$ cat src/rtl/bp_pkg.sv
// ============================================================================
// Module      : bp_pkg
// Description : Shared types for the branch-predictor update scheduler.
//               Chooser and scheduler state encodings, plus the update record.
// Revision    : 1.0 - initial release
// ============================================================================
`default_nettype none

package bp_pkg;

    // Default geometry of the update record.
    localparam int BP_PC_W      = 32;
    localparam int BP_GHR_W     = 8;
    localparam int BP_FLAGS_W   = 3;

    // Tournament chooser 2-bit saturating states.
    typedef enum logic [1:0] {
        STRONG_LOCAL  = 2'd0,
        WEAK_LOCAL    = 2'd1,
        WEAK_GLOBAL   = 2'd2,
        STRONG_GLOBAL = 2'd3
    } chooser_state_e;

    // Update scheduler states.
    typedef enum logic [1:0] {
        S_IDLE    = 2'd0,
        S_DRAIN   = 2'd1,
        S_STARVED = 2'd2
    } sched_state_e;

    // Update record at default widths; the top packs the same field order
    // into a flat vector so that non-default PC_W/GHR_W still work.
    typedef struct packed {
        logic [BP_PC_W-1:0]  pc;
        logic [BP_GHR_W-1:0] ghr;
        logic                taken;
        logic                local_pred;
        logic                global_pred;
    } upd_entry_t;

    // Width of one packed update record.
    function automatic int entry_width(input int pc_w, input int ghr_w);
        return pc_w + ghr_w + BP_FLAGS_W;
    endfunction

endpackage

`default_nettype wire

$ cat src/rtl/bp_update_scheduler_if.sv
// ============================================================================
// Module      : bp_update_scheduler_if
// Description : Resolve/lookup/update bundle between execute, fetch and the
//               predictor tables. slave = scheduler side, master = environment.
// Revision    : 1.0 - initial release
// ============================================================================
`default_nettype none

interface bp_update_scheduler_if #(
    parameter int PC_W  = 32,
    parameter int GHR_W = 8,
    parameter int DEPTH = 4
) ();
    localparam int CNT_W = $clog2(DEPTH) + 1;

    logic             res_valid;
    logic             res_ready;
    logic [PC_W-1:0]  res_pc;
    logic             res_taken;
    logic             res_local_pred;
    logic             res_global_pred;
    logic [GHR_W-1:0] res_ghr;
    logic             lookup_busy;
    logic             fetch_stall;
    logic             upd_en;
    logic [PC_W-1:0]  upd_pc;
    logic             upd_taken;
    logic [GHR_W-1:0] upd_ghr;
    logic             sel_upd_en;
    logic             sel_outcome;
    logic [CNT_W-1:0] pending;

    modport slave (
        input  res_valid, res_pc, res_taken, res_local_pred, res_global_pred,
               res_ghr, lookup_busy,
        output res_ready, fetch_stall, upd_en, upd_pc, upd_taken, upd_ghr,
               sel_upd_en, sel_outcome, pending
    );

    modport master (
        output res_valid, res_pc, res_taken, res_local_pred, res_global_pred,
               res_ghr, lookup_busy,
        input  res_ready, fetch_stall, upd_en, upd_pc, upd_taken, upd_ghr,
               sel_upd_en, sel_outcome, pending
    );
endinterface

`default_nettype wire

$ cat src/rtl/bp_update_fifo.sv
// ============================================================================
// Module      : bp_update_fifo
// Description : DEPTH-entry synchronous FIFO (power-of-two depth) with
//               occupancy count. Push when full / pop when empty are ignored.
// Revision    : 1.0 - initial release
// ============================================================================
`default_nettype none

module bp_update_fifo #(
    parameter int DEPTH = 4,
    parameter int WIDTH = 43
) (
    input  wire logic                       clk,
    input  wire logic                       rst_n,
    input  wire logic                       i_push,
    input  wire logic [WIDTH-1:0]           i_data,
    input  wire logic                       i_pop,
    output logic [WIDTH-1:0]                o_data,
    output logic                            o_full,
    output logic                            o_empty,
    output logic [$clog2(DEPTH):0]          o_count
);
    localparam int PTR_W = $clog2(DEPTH);
    localparam int CNT_W = PTR_W + 1;

    logic [WIDTH-1:0] r_mem [DEPTH];
    logic [PTR_W-1:0] r_wr_ptr;
    logic [PTR_W-1:0] r_rd_ptr;
    logic [CNT_W-1:0] r_count;
    logic             w_do_push;
    logic             w_do_pop;

    assign w_do_push = i_push && !o_full;
    assign w_do_pop  = i_pop && !o_empty;

    // Storage array; contents need no reset since count gates visibility.
    always_ff @(posedge clk) begin
        if (w_do_push) begin
            r_mem[r_wr_ptr] <= i_data;
        end
    end

    // Pointers wrap naturally at the power-of-two depth; count tracks occupancy.
    always_ff @(posedge clk or negedge rst_n) begin
        if (!rst_n) begin
            r_wr_ptr <= '0;
            r_rd_ptr <= '0;
            r_count  <= '0;
        end else begin
            if (w_do_push) r_wr_ptr <= r_wr_ptr + PTR_W'(1);
            if (w_do_pop)  r_rd_ptr <= r_rd_ptr + PTR_W'(1);
            case ({w_do_push, w_do_pop})
                2'b10:   r_count <= r_count + CNT_W'(1);
                2'b01:   r_count <= r_count - CNT_W'(1);
                default: r_count <= r_count;
            endcase
        end
    end

    assign o_data  = r_mem[r_rd_ptr];
    assign o_full  = (r_count == CNT_W'(DEPTH));
    assign o_empty = (r_count == '0);
    assign o_count = r_count;

endmodule

`default_nettype wire

$ cat src/rtl/bp_update_scheduler.sv
// ============================================================================
// Module      : bp_update_scheduler
// Description : Buffers resolved branches and drains them into the single-
//               ported predictor tables whenever fetch leaves the ports free.
//               Drives chooser training strobes and a starvation fetch stall.
//               Optional macro BP_UPD_BYPASS_EN: issue straight from the input
//               when the FIFO is empty and the ports are free.
// Revision    : 1.0 - initial release
// ============================================================================
`default_nettype none

module bp_update_scheduler
    import bp_pkg::*;
#(
    parameter int DEPTH      = 4,
    parameter int PC_W       = 32,
    parameter int GHR_W      = 8,
    parameter int STARVE_MAX = 8
) (
    input  wire logic               clk,
    input  wire logic               rst_n,
    bp_update_scheduler_if.slave    bus
);
    localparam int ENTRY_W = entry_width(PC_W, GHR_W);
    localparam int CNT_W   = $clog2(DEPTH) + 1;
    localparam int STV_W   = $clog2(STARVE_MAX) + 1;

    logic               w_full;
    logic               w_empty;
    logic [CNT_W-1:0]   w_count;
    logic [ENTRY_W-1:0] w_in_entry;
    logic [ENTRY_W-1:0] w_head;
    logic [ENTRY_W-1:0] w_src;
    logic               w_issue;
    logic               w_bypass;
    logic               w_push;
    logic               w_fire;
    logic               w_last_pop;

    sched_state_e       r_state;
    logic [STV_W-1:0]   r_starve_cnt;
    logic               r_fetch_stall;
    logic               r_upd_en;
    logic [PC_W-1:0]    r_upd_pc;
    logic               r_upd_taken;
    logic [GHR_W-1:0]   r_upd_ghr;
    logic               r_sel_upd_en;
    logic               r_sel_outcome;

    // Record layout matches upd_entry_t: {pc, ghr, taken, local, global}.
    assign w_in_entry = {bus.res_pc, bus.res_ghr, bus.res_taken,
                         bus.res_local_pred, bus.res_global_pred};

`ifdef BP_UPD_BYPASS_EN
    assign w_bypass = w_empty && bus.res_valid && !bus.lookup_busy;
`else
    assign w_bypass = 1'b0;
`endif

    // Fetch owns the ports; a queued update only goes out on a free cycle.
    assign w_issue    = !w_empty && !bus.lookup_busy;
    assign w_push     = bus.res_valid && !w_full && !w_bypass;
    assign w_fire     = w_issue || w_bypass;
    assign w_src      = w_issue ? w_head : w_in_entry;
    assign w_last_pop = w_issue && (w_count == CNT_W'(1)) && !w_push;

    bp_update_fifo #(
        .DEPTH (DEPTH),
        .WIDTH (ENTRY_W)
    ) u_fifo (
        .clk     (clk),
        .rst_n   (rst_n),
        .i_push  (w_push),
        .i_data  (w_in_entry),
        .i_pop   (w_issue),
        .o_data  (w_head),
        .o_full  (w_full),
        .o_empty (w_empty),
        .o_count (w_count)
    );

    // Registered one-cycle table write and chooser training strobe.
    always_ff @(posedge clk or negedge rst_n) begin
        if (!rst_n) begin
            r_upd_en      <= 1'b0;
            r_upd_pc      <= '0;
            r_upd_taken   <= 1'b0;
            r_upd_ghr     <= '0;
            r_sel_upd_en  <= 1'b0;
            r_sel_outcome <= 1'b0;
        end else begin
            r_upd_en      <= w_fire;
            r_upd_pc      <= w_fire ? w_src[ENTRY_W-1 -: PC_W] : '0;
            r_upd_ghr     <= w_fire ? w_src[GHR_W+2:3] : '0;
            r_upd_taken   <= w_fire && w_src[2];
            // Chooser learns only from local/global disagreement.
            r_sel_upd_en  <= w_fire && (w_src[1] != w_src[0]);
            r_sel_outcome <= w_fire && (w_src[0] == w_src[2]);
        end
    end

    // Scheduler FSM: tracks blocked cycles and raises fetch_stall on starvation.
    always_ff @(posedge clk or negedge rst_n) begin
        if (!rst_n) begin
            r_state       <= S_IDLE;
            r_starve_cnt  <= '0;
            r_fetch_stall <= 1'b0;
        end else begin
            case (r_state)
                S_IDLE: begin
                    r_starve_cnt  <= '0;
                    r_fetch_stall <= 1'b0;
                    if (w_push) r_state <= S_DRAIN;
                end
                S_DRAIN: begin
                    if (w_issue) begin
                        r_starve_cnt <= '0;
                        if (w_last_pop) r_state <= S_IDLE;
                    end else if (!w_empty) begin
                        // Counter saturates at STARVE_MAX-1; that blocked cycle escalates.
                        if (r_starve_cnt == STV_W'(STARVE_MAX - 1)) begin
                            r_state       <= S_STARVED;
                            r_fetch_stall <= 1'b1;
                        end else begin
                            r_starve_cnt <= r_starve_cnt + STV_W'(1);
                        end
                    end
                end
                S_STARVED: begin
                    if (w_issue) begin
                        r_starve_cnt  <= '0;
                        r_fetch_stall <= 1'b0;
                        r_state       <= w_last_pop ? S_IDLE : S_DRAIN;
                    end
                end
                default: begin
                    r_state       <= S_IDLE;
                    r_starve_cnt  <= '0;
                    r_fetch_stall <= 1'b0;
                end
            endcase
        end
    end

    assign bus.res_ready   = !w_full;
    assign bus.pending     = w_count;
    assign bus.fetch_stall = r_fetch_stall;
    assign bus.upd_en      = r_upd_en;
    assign bus.upd_pc      = r_upd_pc;
    assign bus.upd_taken   = r_upd_taken;
    assign bus.upd_ghr     = r_upd_ghr;
    assign bus.sel_upd_en  = r_sel_upd_en;
    assign bus.sel_outcome = r_sel_outcome;

endmodule

`default_nettype wire
$ cat src/flat_wrapper.sv
// flat-port wrapper written by rule: the top's interface ports become plain ports
module bp_update_scheduler_flat import bp_pkg::*;
#(
    parameter int DEPTH      = 4,
    parameter int PC_W       = 32,
    parameter int GHR_W      = 8,
    parameter int STARVE_MAX = 8
)
  (clk, rst_n, bus_res_valid, bus_res_pc, bus_res_taken, bus_res_local_pred, bus_res_global_pred, bus_res_ghr, bus_lookup_busy, bus_res_ready, bus_fetch_stall, bus_upd_en, bus_upd_pc, bus_upd_taken, bus_upd_ghr, bus_sel_upd_en, bus_sel_outcome, bus_pending);
  bp_update_scheduler_if #(.PC_W(PC_W), .GHR_W(GHR_W), .DEPTH(DEPTH)) bus_i ();
  input  wire logic clk;
  input  wire logic rst_n;
  input wire logic [$bits(bus_i.res_valid)-1:0] bus_res_valid;
  input wire logic [$bits(bus_i.res_pc)-1:0] bus_res_pc;
  input wire logic [$bits(bus_i.res_taken)-1:0] bus_res_taken;
  input wire logic [$bits(bus_i.res_local_pred)-1:0] bus_res_local_pred;
  input wire logic [$bits(bus_i.res_global_pred)-1:0] bus_res_global_pred;
  input wire logic [$bits(bus_i.res_ghr)-1:0] bus_res_ghr;
  input wire logic [$bits(bus_i.lookup_busy)-1:0] bus_lookup_busy;
  output wire logic [$bits(bus_i.res_ready)-1:0] bus_res_ready;
  output wire logic [$bits(bus_i.fetch_stall)-1:0] bus_fetch_stall;
  output wire logic [$bits(bus_i.upd_en)-1:0] bus_upd_en;
  output wire logic [$bits(bus_i.upd_pc)-1:0] bus_upd_pc;
  output wire logic [$bits(bus_i.upd_taken)-1:0] bus_upd_taken;
  output wire logic [$bits(bus_i.upd_ghr)-1:0] bus_upd_ghr;
  output wire logic [$bits(bus_i.sel_upd_en)-1:0] bus_sel_upd_en;
  output wire logic [$bits(bus_i.sel_outcome)-1:0] bus_sel_outcome;
  output wire logic [$bits(bus_i.pending)-1:0] bus_pending;
  assign bus_i.res_valid = bus_res_valid;
  assign bus_i.res_pc = bus_res_pc;
  assign bus_i.res_taken = bus_res_taken;
  assign bus_i.res_local_pred = bus_res_local_pred;
  assign bus_i.res_global_pred = bus_res_global_pred;
  assign bus_i.res_ghr = bus_res_ghr;
  assign bus_i.lookup_busy = bus_lookup_busy;
  assign bus_res_ready = bus_i.res_ready;
  assign bus_fetch_stall = bus_i.fetch_stall;
  assign bus_upd_en = bus_i.upd_en;
  assign bus_upd_pc = bus_i.upd_pc;
  assign bus_upd_taken = bus_i.upd_taken;
  assign bus_upd_ghr = bus_i.upd_ghr;
  assign bus_sel_upd_en = bus_i.sel_upd_en;
  assign bus_sel_outcome = bus_i.sel_outcome;
  assign bus_pending = bus_i.pending;
  bp_update_scheduler #(.DEPTH(DEPTH), .PC_W(PC_W), .GHR_W(GHR_W), .STARVE_MAX(STARVE_MAX)) u_core (.clk(clk), .rst_n(rst_n), .bus(bus_i));
endmodule
$ cat config.mk
export PLATFORM = sky130hd
export DESIGN_NAME = bp_update_scheduler_flat
export DESIGN_NICKNAME = d
export VERILOG_FILES = /design/src/rtl/bp_pkg.sv /design/src/rtl/bp_update_scheduler_if.sv /design/src/rtl/bp_update_fifo.sv /design/src/rtl/bp_update_scheduler.sv /design/src/flat_wrapper.sv
export SDC_FILE = /design/constraint.sdc
export NUM_CORES = 1
export LEC_CHECK = 0
export ABC_CLOCK_PERIOD_IN_PS = 2600
export BUFFER_PORTS_ARGS = -buffer_cell sky130_fd_sc_hd__buf_2
export CAP_MARGIN = 5
export CORE_UTILIZATION = 25
export CTS_CLUSTER_DIAMETER = 120
export DETAILED_ROUTE_END_ITERATION = 10
export SYNTH_ARGS = -nofsm -noshare
export SYNTH_HDL_FRONTEND = slang
export SYNTH_SLANG_ARGS = --single-unit
$ cat constraint.sdc
create_clock -name clk -period 2.6 [get_ports clk]
set_input_delay 0.13 -clock clk [delete_from_list [all_inputs] [get_ports clk]]
set_output_delay 0.13 -clock clk [all_outputs]
set_load 0.02 [all_outputs]
==> results of run 1 <==
-- through the flow --
step / hold slack (ns) / total power [mW] / area [um2]
2_1_floorplan: -0.166 / 7.52 / 8560
3_3_place_gp: 0.289 / 8.57 / 9620
3_5_place_dp: 0.315 / 8.59 / 9620
4_1_cts: 0.0137 / 12.4 / 11000
5_1_grt: 0.0604 / 12.8 / 11000
6_report: 0.0464 / 12.2 / 11000
-- layer usage --
| metal | share of wire, % | global-route usage, % |
|---|---|---|
| met5 | 0 | 0 |
| met2 | 47 | 16.0 |
| met3 | 4.1 | 2.29 |
| met1 | 47 | 13.6 |
| met4 | 2.1 | 2.43 |
-- cell type report --
| cell class | instances | share of cell area, % |
|---|---|---|
| inverter | 7 | 0.240 |
| sequential | 230 | 60.4 |
| multi-input combinational | 157 | 16.4 |
| tap | 448 | 5.12 |
| clock inverter | 8 | 0.891 |
| clock buffer | 40 | 7.16 |
| timing repair buffer | 149 | 9.78 |
-- flip-flops by register name (all words and copies together) (netlist names) --
name,cells
u_core.u_fifo.r_mem,172
u_core.bus.upd_pc,32
u_core.bus.upd_ghr,8
u_core.r_starve_cnt,4
u_core.u_fifo.o_count,3
u_core.r_state,2
u_core.u_fifo.r_rd_ptr,2
u_core.u_fifo.r_wr_ptr,2
u_core.bus.fetch_stall,1
u_core.bus.sel_outcome,1
u_core.bus.sel_upd_en,1
u_core.bus.upd_en,1
u_core.bus.upd_taken,1
-- cells in the final DEF (no fill, tap or decap), types with 4 or more instances in the layout --
| cell | n |
|---|---|
| and3_2 | 4 |
| nand2_1 | 5 |
| ha_1 | 10 |
| nor2_1 | 6 |
| and2_1 | 41 |
| dlygate4sd3_1 | 45 |
| xnor2_1 | 9 |
| clkbuf_8 | 6 |
| buf_12 | 6 |
| mux4_1 | 4 |
| inv_1 | 6 |
| buf_4 | 4 |
| dfrtp_1 | 56 |
| xor2_1 | 5 |
| a31oi_1 | 5 |
| edfxtp_1 | 172 |
| clkbuf_16 | 27 |
| clkbuf_1 | 7 |
| buf_2 | 94 |
| o21ai_0 | 4 |
| mux4_2 | 39 |
-- worst paths after layout --
kind	start	end	slack (ns)	cells past startpoint
worst max-delay path	u_core.u_fifo.o_count[0]	u_core.u_fifo.o_count[2]	0.60	8
worst min register to register	u_core.r_starve_cnt[3]	u_core.r_starve_cnt[3]	0.53	1
max in group asynchronous	rst_n	u_core.u_fifo.r_rd_ptr[0]	1.71	2
min in group asynchronous	rst_n	u_core.bus.upd_ghr[5]	0.27	2
worst min-delay path	bus_lookup_busy	u_core.r_starve_cnt[2]	0.05	3
worst max register to register	u_core.u_fifo.o_count[0]	u_core.u_fifo.o_count[2]	0.60	8
-- critical path, stage by stage (launching register included) --
cell and delay, ns:
dfrtp_1 0.41, inv_1 0.08, ha_1 0.25, nand2_1 0.18, and2_0 0.31, inv_1 0.07
ha_1 0.33, nor2_1 0.14, xor2_1 0.15
-- repair_timing --
action,in CTS,in global routing
hold endpoints to repair,231,0
endpoints found under the setup margin,0,0
hold buffers,45,0
-- cells by family after synthesis --
family | synth area share (%)
adders and majority gates | 1.46
and+or+nand+nor | 4.94
buffers and inverters | 1.80
AOI/OAI and AO/OA | 1.33
DFF | 77.3
xor gates and xnor gates | 1.43
muxes | 11.7
-- where the power goes --
part	internal [mW]	leakage (nW)	switching, mW	total, mW
Combinational	1.46	1.36	1.75	3.21
Sequential	4.91	2.32	0.351	5.26
Clock	2.27	0.426	1.43	3.70
Total	8.64	4.11	3.53	12.2
==> results.cfg, run 1 <==
[placement]
io_buffers = 95
place_ws_ns = 0.602
dp_hpwl_um = 9810
gp_congestion = 0.721
dp_cells = 946

[clock_network]
cts_made_buffers = 26
cts_tree = yes
clk_latency_ns = 0.53
cts_setup_buffers = 0
ctsResizeCount = 0
cts_root_buf = clkbuf_16
cts.sinks = 230
clk_pin_slew_ns = 0.06
h-tree-depth = 1
cts_buffer_depth = 3

[sta]
max-slew-margin-rel_pct = 44.0
hold_viol = 0
worst-slew-pin-transition_ns = 0.840
fin_tns_setup_ns = 0
maxSlewViolCount = 0
setup_viol = 0
setup_slack_ns = 0.603
period_share_pct = 76.8
max_freq_mhz = 501
skew_ns = 0.0184
fin_crit_ns = 2.00
rsz0062_at_grt = false

[detailed_routing]
wire_per_inst_um = 16.5
viasPerCell = 3.97
via_count = 4124
routed_wl_um = 17100
drc = 0
dr.pass1.iters = 4
ant_nets = 0
first_iter_violations = 177

[synthesis]
syn_area_per_cell_um2 = 21.0
yosysTopAreaCell = edfxtp_1
syn-num-nets = 465
ys.flop_type = edfxtp_1
synth_commonest_cells = edfxtp_1 (172), dfrtp_1 (58), and2_1 (41)
synth_top_area_share_pct = 60.3
synth-edff-count = 172
syn_area_um2 = 8560
synth.distinct_cells = 38
synth.most_common_cell = edfxtp_1
ys_seq_area_share_pct = 77.3
synthArstFlopShare_pct = 25.2
yosys_register_bits = 230
synth_cells = 408
synthTopCellsByArea = edfxtp_1 (60%), dfrtp_1 (17%), mux4_2 (10%)
ys_warn_count = 0

[finish]
seqCellArea_um2 = 6620
final_util_pct = 32.6
area_growth_pct = 28.0
instances_no_fill = 1039
multi_input_area_um2 = 1790
num_antenna_cells = 0
num-nets-final = 628
fill_cells = 3242
drive_gt1_share_pct = 33.0

[floorplan]
start_util_pct = 25.5
fp.dieW_um = 187
ios = 96
die_h_um = 187
fp.coreArea_um2 = 33600
die_area_um2 = 35000
fp-row-count = 67

[setup_path]
crit_arrival_ns = 2.43
criticalPathCategory = reg -> reg
crit_required_ns = 3.04
cp_max_fo = 6
critPathLaunchType = flip-flop
crit_path_end_kind = flip-flop

[global_route]
grtUsageTotal_pct = 9.95
overflow = 0
grt_max_degree = 59
grt_first_pass_wirelength_um = 26800
antenna_found_initial = 0
grt_pass1_vias = 4510

[pwr]
power_density_nw_per_um2 = 1110
p_leak_nw = 4.11
irDropWorstVdd_uv = 666

[status]
outcome = complete, no violations

[run]
cap_violations = 0

[worst_hold_path]
holdCritPathClass = in -> reg
Power figures use the tool's default switching activity.
==> run 2, diff against run 1 <==
Settings changed: ABC_CLOCK_PERIOD_IN_PS 2600 to 1720.
Clock period 2.6 ns to 1.72 ns, I/O delays scaled along.
==> results.cfg, run 2 (same netlist as run 1, synthesis figures left out) <==
[placement]
gp_congestion = 0.723
io_buffers = 95
dp_hpwl_um = 10800

[pwr]
switchingPower_mw = 5.46
p_leak_nw = 4.23
p_int_mw = 13.6
irDropWorstVdd_uv = 863
pwr-share-comb_pct = 28.7
p_sw_share_pct = 28.7
power_density_nw_per_um2 = 1690
clkPwrFrac_pct = 29.9
power_frac_seq_pct = 41.4

[setup_path]
cpMostUsedCell = ha_4
crit_path_end_kind = flip-flop
crit_required_ns = 2.12
cp-endpoint = u_core.u_fifo.o_count[2]
r2r-start = u_core.u_fifo.o_count[1]
ff2ff_path_depth = 9
cpMaxStageDelayCell = dfrtp_2
r2r-end = u_core.u_fifo.o_count[2]
cp_cell_sequence = inv_4 > ha_4 > nand2_4 > and2_4 > inv_2 > ha_4 > mux2i_1 > nor2_1 > xor2_1
slowest_delay_ns = 0.44
crit_arrival_ns = 2.03
reg2reg_setup_slack_ns = 0.09
crit_start = u_core.u_fifo.o_count[1]
cp_max_fo = 6
critPathLaunchType = flip-flop
criticalPathCategory = reg -> reg

[run]
cap_violations = 0

[floorplan]
fp.dieW_um = 187
die_h_um = 187
fp-row-count = 67
start_util_pct = 25.5
fp.coreArea_um2 = 33600
ios = 96
die_area_um2 = 35000

[clock_network]
clk_pin_slew_ns = 0.06
cts_tree = yes
cts_buffer_depth = 3
cts_root_buf = clkbuf_16
clk_latency_ns = 0.52
cts_made_buffers = 26
cts_setup_buffers = 0
h-tree-depth = 1
cts.sinks = 230

[detailed_routing]
first_iter_violations = 185
viasPerCell = 3.99
drc = 0
dr.pass1.iters = 6
routed_wl_um = 17400
ant_nets = 0
via_count = 4200
wire_per_inst_um = 16.5

[global_route]
grtUsageTotal_pct = 10.3
grt_pass1_vias = 4650
antenna_found_initial = 0
grt_max_degree = 28
overflow = 0
grt_first_pass_wirelength_um = 27500

[finish]
drive_gt1_share_pct = 36.2
num-nets-final = 642
final_common_cell = edfxtp_1
most-common-layout-cells = edfxtp_1 (172), buf_2 (94), dfrtp_1 (54)
largest_reg_flops = 172
regMostFlops = u_core.u_fifo.r_mem
num_antenna_cells = 0
final_util_pct = 33.5
fill_cells = 3187
area_growth_pct = 31.6

[sta]
period_share_pct = 94.6
skew_ns = 0.0111
worst-slew-pin-transition_ns = 0.481
max-slew-margin-rel_pct = 67.9
setup_viol = 0
hold_viol = 0
maxSlewViolCount = 0
fin_tns_setup_ns = 0
fin_crit_ns = 1.63
max_freq_mhz = 614
rsz0062_at_grt = false

[worst_hold_path]
holdCritPathClass = in -> async

[status]
outcome = complete, no violations
-- run 2: worst min-delay path by stage --
stage	slack (ns)	startpoint	endpoint	cells after the start
global route	0.12	rst_n	u_core.bus.upd_ghr[0]	2
detailed placement	0.08	rst_n	u_core.bus.upd_pc[29]	1
global placement	0.08	rst_n	u_core.bus.upd_ghr[0]	1
CTS	0.08	rst_n	u_core.u_fifo.r_rd_ptr[1]	2
finish	0.09	rst_n	u_core.bus.upd_pc[29]	2
floorplan	-0.21	rst_n	u_core.bus.fetch_stall	0
-- run 2: timing repair --
item	CTS	global route
endpoints found under the hold margin	232	0
setup endpoints to repair	0	1
resized for setup	0	2
hold buffers	46	0
-- run 2: worst max-delay path: cells and delay by family (launching register included) --
family | cells | cell delay (ns)
and+or+nand+nor | 3 | 0.32
muxes | 1 | 0.19
buffers and inverters | 2 | 0.14
adders and majority gates | 2 | 0.31
DFF | 1 | 0.44
xor gates and xnor gates | 1 | 0.13
-- run 2: metrics by stage --
stage | total power [mW] | cell area [um2] | worst slack (ns) | std cells | hold slack (ns)
floorplan | 11.5 | 8640 | 0.0191 | 408 | -0.210
global placement | 13.5 | 9900 | 0.0801 | 959 | 0.0813
detailed placement | 13.6 | 9900 | 0.0694 | 959 | 0.0805
CTS | 19.4 | 11300 | 0.0546 | 1053 | 0.0845
global route | 20.1 | 11300 | 0.0166 | 1053 | 0.120
finish | 19.0 | 11300 | 0.0924 | 1053 | 0.0865
-- run 2: power groups by stage --
| stage | registers [mW] | logic (mW) | clock network, mW |
|---|---|---|---|
| final | 7.88 | 5.47 | 5.69 |
| after global routing | 8.02 | 5.98 | 6.11 |
| after CTS | 7.91 | 5.65 | 5.88 |
| after detailed placement | 8.01 | 5.55 | 0 |
| after global placement | 7.98 | 5.56 | 0 |
| after floorplan | 8.44 | 3.08 | 0 |
-- run 2: cell type report --
cell class	count	area, um2	share of cell area [%]
clock inverter	18	195	1.73
sequential	230	6620	58.8
timing repair buffer	163	1290	11.5
multi-input combinational	157	1850	16.5
clock buffer	30	707	6.28
inverter	7	31.3	0.278
tap	448	561	4.98
-- run 2: metal layers --
layer / share of wire, % / global-route usage [%]
met1: 45 / 13.7
met2: 49 / 17.1
met3: 4.6 / 2.27
met4: 1.5 / 2.21
met5: 0 / 0
